## config.mk

```make
export PLATFORM = sky130hd
export DESIGN_NAME = tt_acc_alu
export DESIGN_NICKNAME = d
export VERILOG_FILES = /design/src/rtl/tt_acc_alu.sv
export SDC_FILE = /design/constraint.sdc
export NUM_CORES = 1
export LEC_CHECK = 0
export ABC_CLOCK_PERIOD_IN_PS = 2600
export CORE_ASPECT_RATIO = 1.1
export CORE_MARGIN = 3
export CORE_UTILIZATION = 32
export CTS_CLUSTER_DIAMETER = 80
export CTS_CLUSTER_SIZE = 8
export DETAILED_ROUTE_END_ITERATION = 6
export PLACE_DENSITY = 0.59
export SKIP_CTS_REPAIR_TIMING = 1
export SYNTH_ARGS = -nofsm -noshare
export SYNTH_HDL_FRONTEND = slang
export SYNTH_SLANG_ARGS = --single-unit
```

## constraint.sdc

```tcl
create_clock -name clk -period 2.6 [get_ports clk]
set_clock_uncertainty 0.2 [all_clocks]
set_input_delay 0.78 -clock clk [delete_from_list [all_inputs] [get_ports clk]]
set_output_delay 0.78 -clock clk [all_outputs]
set_load 0.01 [all_outputs]
```

## src/rtl/tt_acc_alu.sv

```systemverilog
// Registered add/sub/accumulate/clear datapath core with valid/ready handshake,
// optional unsigned saturation, status flags and a wrapping transaction counter.
module tt_acc_alu #(
  parameter int WIDTH    = 8,
  parameter int SATURATE = 1,
  parameter int CNT_W    = 8
) (
  input  logic             clk,
  input  logic             rst,
  input  logic             in_valid,
  output logic             in_ready,
  input  logic [1:0]       op,
  input  logic [WIDTH-1:0] a,
  input  logic [WIDTH-1:0] b,
  output logic             out_valid,
  input  logic             out_ready,
  output logic [WIDTH-1:0] result,
  output logic             carry,
  output logic             sat,
  output logic             zero,
  output logic [WIDTH-1:0] acc,
  output logic [CNT_W-1:0] txn_count
);

  localparam logic [1:0] OP_ADD = 2'b00;
  localparam logic [1:0] OP_SUB = 2'b01;
  localparam logic [1:0] OP_ACC = 2'b10;
  localparam logic [1:0] OP_CLR = 2'b11;

  logic             out_valid_r;
  logic [WIDTH-1:0] result_r;
  logic             carry_r;
  logic             sat_r;
  logic             zero_r;
  logic [WIDTH-1:0] acc_r;
  logic [CNT_W-1:0] txn_count_r;

  logic             accept_s;
  logic             consume_s;
  logic [WIDTH:0]   raw_s;
  logic             carry_s;
  logic [WIDTH-1:0] res_s;
  logic             sat_s;
  logic             acc_load_s;

  // The single-entry result buffer can take a new op whenever it is empty or being drained.
  assign in_ready  = !out_valid_r || out_ready;
  assign accept_s  = in_valid && in_ready;
  assign consume_s = out_valid_r && out_ready;
  assign acc_load_s = accept_s && ((op == OP_ACC) || (op == OP_CLR));

  // Raw WIDTH+1-bit arithmetic; bit WIDTH is carry for add/acc and borrow for sub.
  always_comb begin
    raw_s   = {(WIDTH+1){1'b0}};
    carry_s = 1'b0;
    case (op)
      OP_ADD: begin
        raw_s   = {1'b0, a} + {1'b0, b};
        carry_s = raw_s[WIDTH];
      end
      OP_SUB: begin
        raw_s   = {1'b0, a} - {1'b0, b};
        carry_s = raw_s[WIDTH];
      end
      OP_ACC: begin
        raw_s   = {1'b0, acc_r} + {1'b0, a};
        carry_s = raw_s[WIDTH];
      end
      OP_CLR: begin
        raw_s   = {(WIDTH+1){1'b0}};
        carry_s = 1'b0;
      end
      default: begin
        raw_s   = {(WIDTH+1){1'b0}};
        carry_s = 1'b0;
      end
    endcase
  end

  // Saturation clamps toward the bound that was crossed: zero on borrow, all ones on carry.
  always_comb begin
    res_s = raw_s[WIDTH-1:0];
    sat_s = 1'b0;
    if ((SATURATE != 0) && carry_s) begin
      sat_s = 1'b1;
      if (op == OP_SUB) begin
        res_s = {WIDTH{1'b0}};
      end else begin
        res_s = {WIDTH{1'b1}};
      end
    end else begin
      res_s = raw_s[WIDTH-1:0];
      sat_s = 1'b0;
    end
  end

  // Result buffer, flags, accumulator and transaction counter.
  always_ff @(posedge clk or posedge rst) begin
    if (rst) begin
      out_valid_r <= 1'b0;
      result_r    <= {WIDTH{1'b0}};
      carry_r     <= 1'b0;
      sat_r       <= 1'b0;
      zero_r      <= 1'b0;
      acc_r       <= {WIDTH{1'b0}};
      txn_count_r <= {CNT_W{1'b0}};
    end else begin
      if (accept_s) begin
        out_valid_r <= 1'b1;
        result_r    <= res_s;
        carry_r     <= carry_s;
        sat_r       <= sat_s;
        zero_r      <= (res_s == {WIDTH{1'b0}});
        txn_count_r <= txn_count_r + {{(CNT_W-1){1'b0}}, 1'b1};
      end else if (consume_s) begin
        out_valid_r <= 1'b0;
      end
      if (acc_load_s) begin
        acc_r <= res_s;
      end
    end
  end

  assign out_valid = out_valid_r;
  assign result    = result_r;
  assign carry     = carry_r;
  assign sat       = sat_r;
  assign zero      = zero_r;
  assign acc       = acc_r;
  assign txn_count = txn_count_r;

endmodule

```

==> results of run 1 <==
-- worst paths after layout --
path                                     startpoint                  endpoint  slack (ns)  depth (start not counted)
max                                            a[0]          zero$_DFFE_PP0P_       -0.25                         11
min                        txn_count[7]$_DFFE_PP0P_  txn_count[7]$_DFFE_PP0P_        0.28                          1
max reg2reg                      acc[0]$_DFFE_PP0P_          zero$_DFFE_PP0P_        0.02                         10
min reg2reg                txn_count[7]$_DFFE_PP0P_  txn_count[7]$_DFFE_PP0P_        0.28                          1
max in group asynchronous                       rst  txn_count[7]$_DFFE_PP0P_        1.29                          3
min in group asynchronous                       rst  txn_count[6]$_DFFE_PP0P_        0.66                          3
-- power breakdown --
group	internal (uW)	total (uW)	switching (uW)
sequential	552	677	125
combinational	876	1560	683
clock	109	246	137
total	1540	2480	946
-- sequential cells by signal (all words and copies together) (netlist names) --
register and flops:
carry 1, zero 1, result 8, txn_count 8, out_valid 1, acc 8
-- routing by layer --
| layer | wire (um) | global-route usage (%) | vias up | share of wire [%] |
|---|---|---|---|---|
| met5 | 0 | 0 | - | 0 |
| met2 | 3400 | 28.3 | 59 | 49 |
| met3 | 341 | 2.40 | 12 | 4.9 |
| li1 | - | - | 1174 | - |
| met4 | 129 | 3.96 | 0 | 1.9 |
| met1 | 3040 | 21.3 | 1103 | 44 |
-- synth_stat cells, types with 2 or more instances --
library cell and number:
a211oi_1 3, a21o_1 6, a21oi_1 15, a21oi_2 3, and2_1 2, buf_2 4
buf_4 2, buf_6 2, clkbuf_1 4, dfrtp_1 27, fa_1 3, ha_1 26
inv_1 17, inv_2 2, mux2_2 7, nand2_1 22, nand2b_1 2, nand3_1 9
nand3b_1 3, nand4_1 3, nor2_1 9, nor2b_1 8, nor3_1 7, nor3b_1 2
nor4_1 3, o211ai_1 4, o21a_1 2, o21ai_0 14, o31ai_1 4, or2_2 2
or3_1 2, xnor2_1 7, xor2_1 6
-- kinds of logic (layout without fill, tap and decap cells) --
logic type | count (synthesis) | after routing
buffers and inverters | 31 | 150
adders and majority gates | 29 | 29
xor gates and xnor gates | 13 | 13
muxes | 9 | 9
and+or+nand+nor | 80 | 80
DFF | 27 | 27
AOI/OAI and AO/OA | 71 | 71
-- cell type report --
type                       instances  area [um^2]  area share [%]
multi-input combinational        202         1920            48.1
clock buffer                       3         41.3            1.03
inverter                          19         83.8            2.10
sequential                        27          676            16.9
timing repair buffer             127         1160            29.1
tap                               85          106            2.66
clock inverter                     1         7.51           0.188
-- through the flow --
step / setup TNS [ns] / std cells
after floorplan: -3.06 / 260
after global placement: -17.65 / 457
after detailed placement: -18.67 / 457
after CTS: -13.54 / 461
after global routing: -3.78 / 464
final: -2.25 / 464
-- worst max-delay path, delay by kind of cell --
| family | cells | cell delay [ns] |
|---|---|---|
| adders and majority gates | 2 | 0.51 |
| buffers and inverters | 2 | 0.13 |
| and+or+nand+nor | 2 | 0.37 |
| xor gates and xnor gates | 1 | 0.17 |
| AOI/OAI and AO/OA | 4 | 0.86 |
==> run metrics, run 1 <==
outcome complete, but fails checks; failing checks negative setup slack; first-pass GRT wire length approximately 11000 um; Starting DRT DRC Count 54; fillers about 630; Pwr Total 2480 uW; Syn Area/Cell approximately 9.0 um^2; fmax approximately 350 MHz; mux cell area share after synthesis 4.43%; Via density between 5 and 6; critical path's largest stage delay between 0.3 and 0.4 ns; Total Nets Final roughly 430; I/O pins a little over 50; adder and majority gate portion of the synthesized area ~16%; # diodes 0; Final Hold Fails 0; final slew viol count 0; most area-consuming cells after synthesis dfrtp_1 (29%), ha_1 (14%), nand2_1 (3.5%), mux2_2 (3.4%), a21oi_1 (3.2%); drt drc 0; CTS root buffer clkbuf_8; Lkg Pwr about 0.0018 uW; CTS tree done; pre-CTS setup slack -1.13 ns; commonest non-fill, non-tap cells in the layout buf_4 (64), clkdlybuf4s50_1 (32), dfrtp_1 (27); sequential-to-total area share from yosys stat 28.8%; CP Capture Type flop; worst hold-check path type reg -> reg; Longest Clk Path Bufs 2; cell at the slowest stage of the critical path fa_2; final WL around 6900 um; largest net degree at the start of global routing 28; worst slew pin tran around 0.38 ns; Starting Density 33.2%; syn nets between 300 and 400; Worst-path clk slew ~0.090 ns; endpoints failing setup 16; share of cells above drive strength 1 a little under half; area leader, netlist dfrtp_1; main combinational cell family by area after synthesis compound AO/OA/AOI/OAI gates; 1st-pass router iterations 4; peak supply drop between 500 and 600 uV; initial antenna violation count 0; Die Wd 87.6 um; CP Class in -> reg; post-synth top area share 28.8%; CP arrival between 2 and 3 ns; Finished Cell Area around 4000 um^2; Setup crit start kind primary input; post-synth cell types 61; Post-Synth Simple-Gate Area 18.5%; max-cap viol count 0; # H-tree levels 1; FFs w/ async S/R, synth 100%; Post-synth EDFFs 0; Critical Path RT between 2 and 3 ns; Main synth FF type dfrtp_1; Util after Layout approximately 57%; PwrDens approximately 620 nW/um^2; Synth Area in Compound Gates between 20% and 30%; post-synthesis register bit count 27; Post-Synth XOR/XNOR Area approximately 4.9%; die area around 8400 um^2; via count approximately 2.3k; Die Y 95.7 um; setup slack after layout -0.255 ns; Skew-Pair Late Insertion Delay about 0.28 ns; RSZ-0062 raised after global routing yes; Hold Slack 0.285 ns; I/O Buffers 50; area grow syn2layout 70.6%; Area after DPL 3560 um^2; period utilization 110%; GP Congestion between 0.9 and 1; Num CTS Buffers 3; fin crit period between 2 and 3 ns; total grt overflow 0; Post-Synthesis Cells 260; DP HPWL approximately 5300 um; core area roughly 7000 um^2; WL/cell 14.9 um; TritonCTS Sinks 27; row cnt 32; Routed Antenna Nets 0; Worst Path Max Fanout 3; CP Cell Sequence buf_12 > ha_4 > inv_2 > fa_2 > o21bai_4 > a21oi_4 > nor4_2 > nor3_1 > xnor2_1 > o311a_4 > a41o_1; max_slew headroom approximately 74%; GRT Total Usage between 10% and 20%; Mapped Area approximately 2300 um^2; yosys warns 0; vias in the first global route approximately 2.4k; leading cell type in the layout, fill and taps excluded buf_4
Note: power is estimated with default switching activity, not from simulation.
==> run 2: changes to the inputs <==
--- a/config.mk
+++ b/config.mk
@@ -7,13 +7,12 @@
 export LEC_CHECK = 0
 export ABC_CLOCK_PERIOD_IN_PS = 2600
 export CORE_ASPECT_RATIO = 1.1
-export CORE_MARGIN = 3
+export CORE_MARGIN = 2
 export CORE_UTILIZATION = 32
 export CTS_CLUSTER_DIAMETER = 80
 export CTS_CLUSTER_SIZE = 8
 export DETAILED_ROUTE_END_ITERATION = 6
 export PLACE_DENSITY = 0.59
-export SKIP_CTS_REPAIR_TIMING = 1
 export SYNTH_ARGS = -nofsm -noshare
 export SYNTH_HDL_FRONTEND = slang
 export SYNTH_SLANG_ARGS = --single-unit
==> run metrics, run 2 (synthesis gave the netlist of run 1 again) <==
outcome complete, but fails checks (unchanged); setup slack after layout -0.222 ns (was -0.255 ns); final WL 6990 um (was 6920 um); Skew-Pair Late Insertion Delay 0.27 ns (was 0.28 ns); Psw 972 uW (was 946 uW); first-pass GRT wire length 11800 um (was 11000 um); Die Y 93.7 um (was 95.7 um); Worst Path Max Fanout 5 (was 3); I/O pins 51 (unchanged); switching fraction of total power 37.8% (was 38.1%); Critical Path RT 2.56 ns (was 2.57 ns); Routed Antenna Nets 0 (unchanged); die area 8020 um^2 (was 8380 um^2); Longest Clk Path Bufs 2 (unchanged); peak supply drop 657 uV (was 589 uV); max_slew headroom 74.7% (was 74.4%); Die Wd 85.6 um (was 87.6 um); Critical Path Source a[0] (unchanged); Crit path max-delay family compound AO/OA/AOI/OAI gates (unchanged); largest net degree at the start of global routing 28 (unchanged); worst hold-check path type reg -> reg (unchanged); # H-tree levels 1 (unchanged); final slew viol count 0 (unchanged); GP Congestion 0.929 (was 0.918); end of the critical path zero$_DFFE_PP0P_ (unchanged); Final Hold Fails 0 (unchanged); commonest non-fill, non-tap cells in the layout buf_4 (64), clkdlybuf4s50_1 (32), dfrtp_1 (27) (unchanged); I/O Buffers 50 (unchanged); worst r2r dst result[5]$_DFFE_PP0P_ (was zero$_DFFE_PP0P_); core area 7050 um^2 (unchanged); Starting Density 33.2% (unchanged); 1st-pass router iterations 4 (unchanged); Worst-path clk slew 0.08 ns (was 0.09 ns); Combinational Power Share 64.1% (was 62.8%); Bufs and invs on worst path 3 (was 2); failing checks negative setup slack (unchanged); via count 2399 (was 2348); drt drc 0 (unchanged); Num CTS Buffers 3 (unchanged); GRT Total Usage 18.1% (was 16.3%); initial antenna violation count 0 (unchanged); TritonCTS Sinks 27 (unchanged); RSZ-0062 raised after global routing yes (unchanged); row cnt 32 (unchanged); Via density 5.16 (was 5.06); CP Cell Sequence buf_12 > inv_12 > ha_4 > fa_2 > nand3b_1 > a21boi_2 > o21ai_1 > a21o_1 > buf_6 > o311a_4 > a41o_1 (was buf_12 > ha_4 > inv_2 > fa_2 > o21bai_4 > a21oi_4 > nor4_2 > nor3_1 > xnor2_1 > o311a_4 > a41o_1); critical path's largest stage delay 0.38 ns (about the same); fmax 354 MHz (was 350 MHz); fin crit period 2.82 ns (was 2.85 ns); max-cap viol count 0 (unchanged); CTS root buffer clkbuf_8 (unchanged); share of cells above drive strength 1 47.6% (was 45.1%); Hold Slack 0.281 ns (was 0.285 ns); cell at the slowest stage of the critical path o311a_4 (was fa_2); CTS tree done (unchanged); FF-to-FF Start acc[0]$_DFFE_PP0P_ (unchanged); pre-CTS setup slack -1.12 ns (was -1.13 ns); critical path depth 11 (unchanged); Starting DRT DRC Count 97 (was 54); # diodes 0 (unchanged); endpoints failing setup 17 (was 16); DP HPWL 5180 um (was 5350 um); Pwr Total 2570 uW (was 2480 uW); worst slew pin tran 0.370 ns (was 0.384 ns); Lkg Pwr 0.00179 uW (was 0.00184 uW); r2r setup slk -0.03 ns (was 0.02 ns); worst hold start txn_count[7]$_DFFE_PP0P_ (unchanged); Int Power 1600 uW (was 1540 uW); Setup crit start kind primary input (unchanged); CP Capture Type flop (unchanged); sequential share of power 27.0% (was 27.3%); period utilization 109% (was 110%); total grt overflow 0 (unchanged); CP Class in -> reg (unchanged); WL/cell 15.0 um (was 14.9 um); leading cell type in the layout, fill and taps excluded buf_4 (unchanged); dpl cells 453 (was 457); Clk pwr share 8.9% (was 9.9%); Util after Layout 56.9% (was 56.7%); vias in the first global route 2546 (was 2435); FF-to-FF path depth 12 (was 10); CP arrival 2.78 ns (was 2.82 ns); CTS Hold Bufs 0; area grow syn2layout 71.1% (was 70.6%); non-filler instance count after layout 465 (was 464); PwrDens 641 nW/um^2 (was 621 nW/um^2); Total Nets Final 432 (was 431)
## run 2: how the worst min path moves through the flow
stage                          endpoint  slack (ns)  depth (start not counted)
6_report       txn_count[7]$_DFFE_PP0P_        0.28                          1
4_1_cts        txn_count[7]$_DFFE_PP0P_        0.29                          1
3_5_place_dp   txn_count[7]$_DFFE_PP0P_        0.26                          1
2_1_floorplan  txn_count[7]$_DFFE_PP0P_        0.31                          1
3_3_place_gp      result[3]$_DFFE_PP0P_        0.26                          2
5_1_grt        txn_count[7]$_DFFE_PP0P_        0.32                          1
## run 2: power groups by stage
stage                     logic (uW)  registers [uW]  clock network, uW
after floorplan                  641             727                  0
after global placement          1350             688                  0
after detailed placement        1360             684                  0
after CTS                       1540             686                242
after global routing            1790             715                264
final                           1650             692                229
## run 2: routing by layer
layer	share of wire (%)	routed length, um	GRT usage [%]
met1	44	3090	23.4
met2	51	3550	31.7
met3	3.6	255	1.58
met4	1.3	93	6.35
met5	0	0	0
## run 2: timing repair
action,in CTS,in global routing
resized for setup,142,21
pin swaps,34,19
setup buffers,6,4
setup endpoints to repair,19,19
cloned,0,0
## run 2: final cells by class
type	count	area [um^2]
Timing Repair Buffer	128	1110
Sequential cell	27	676
Tap cell	85	106
Fill cell	608	3040
Multi-Input combinational cell	202	1980
Inverter	19	86.3
Clock buffer	3	41.3
Clock inverter	1	5.00
## run 2: per-stage QoR
| stage | area (um^2) | TNS (ns) |
|---|---|---|
| floorplan | 2440 | -3.06 |
| global placement | 3520 | -17.78 |
| detailed placement | 3520 | -18.61 |
| CTS | 3880 | -2.48 |
| global route | 4010 | -3.73 |
| finish | 4010 | -2.55 |
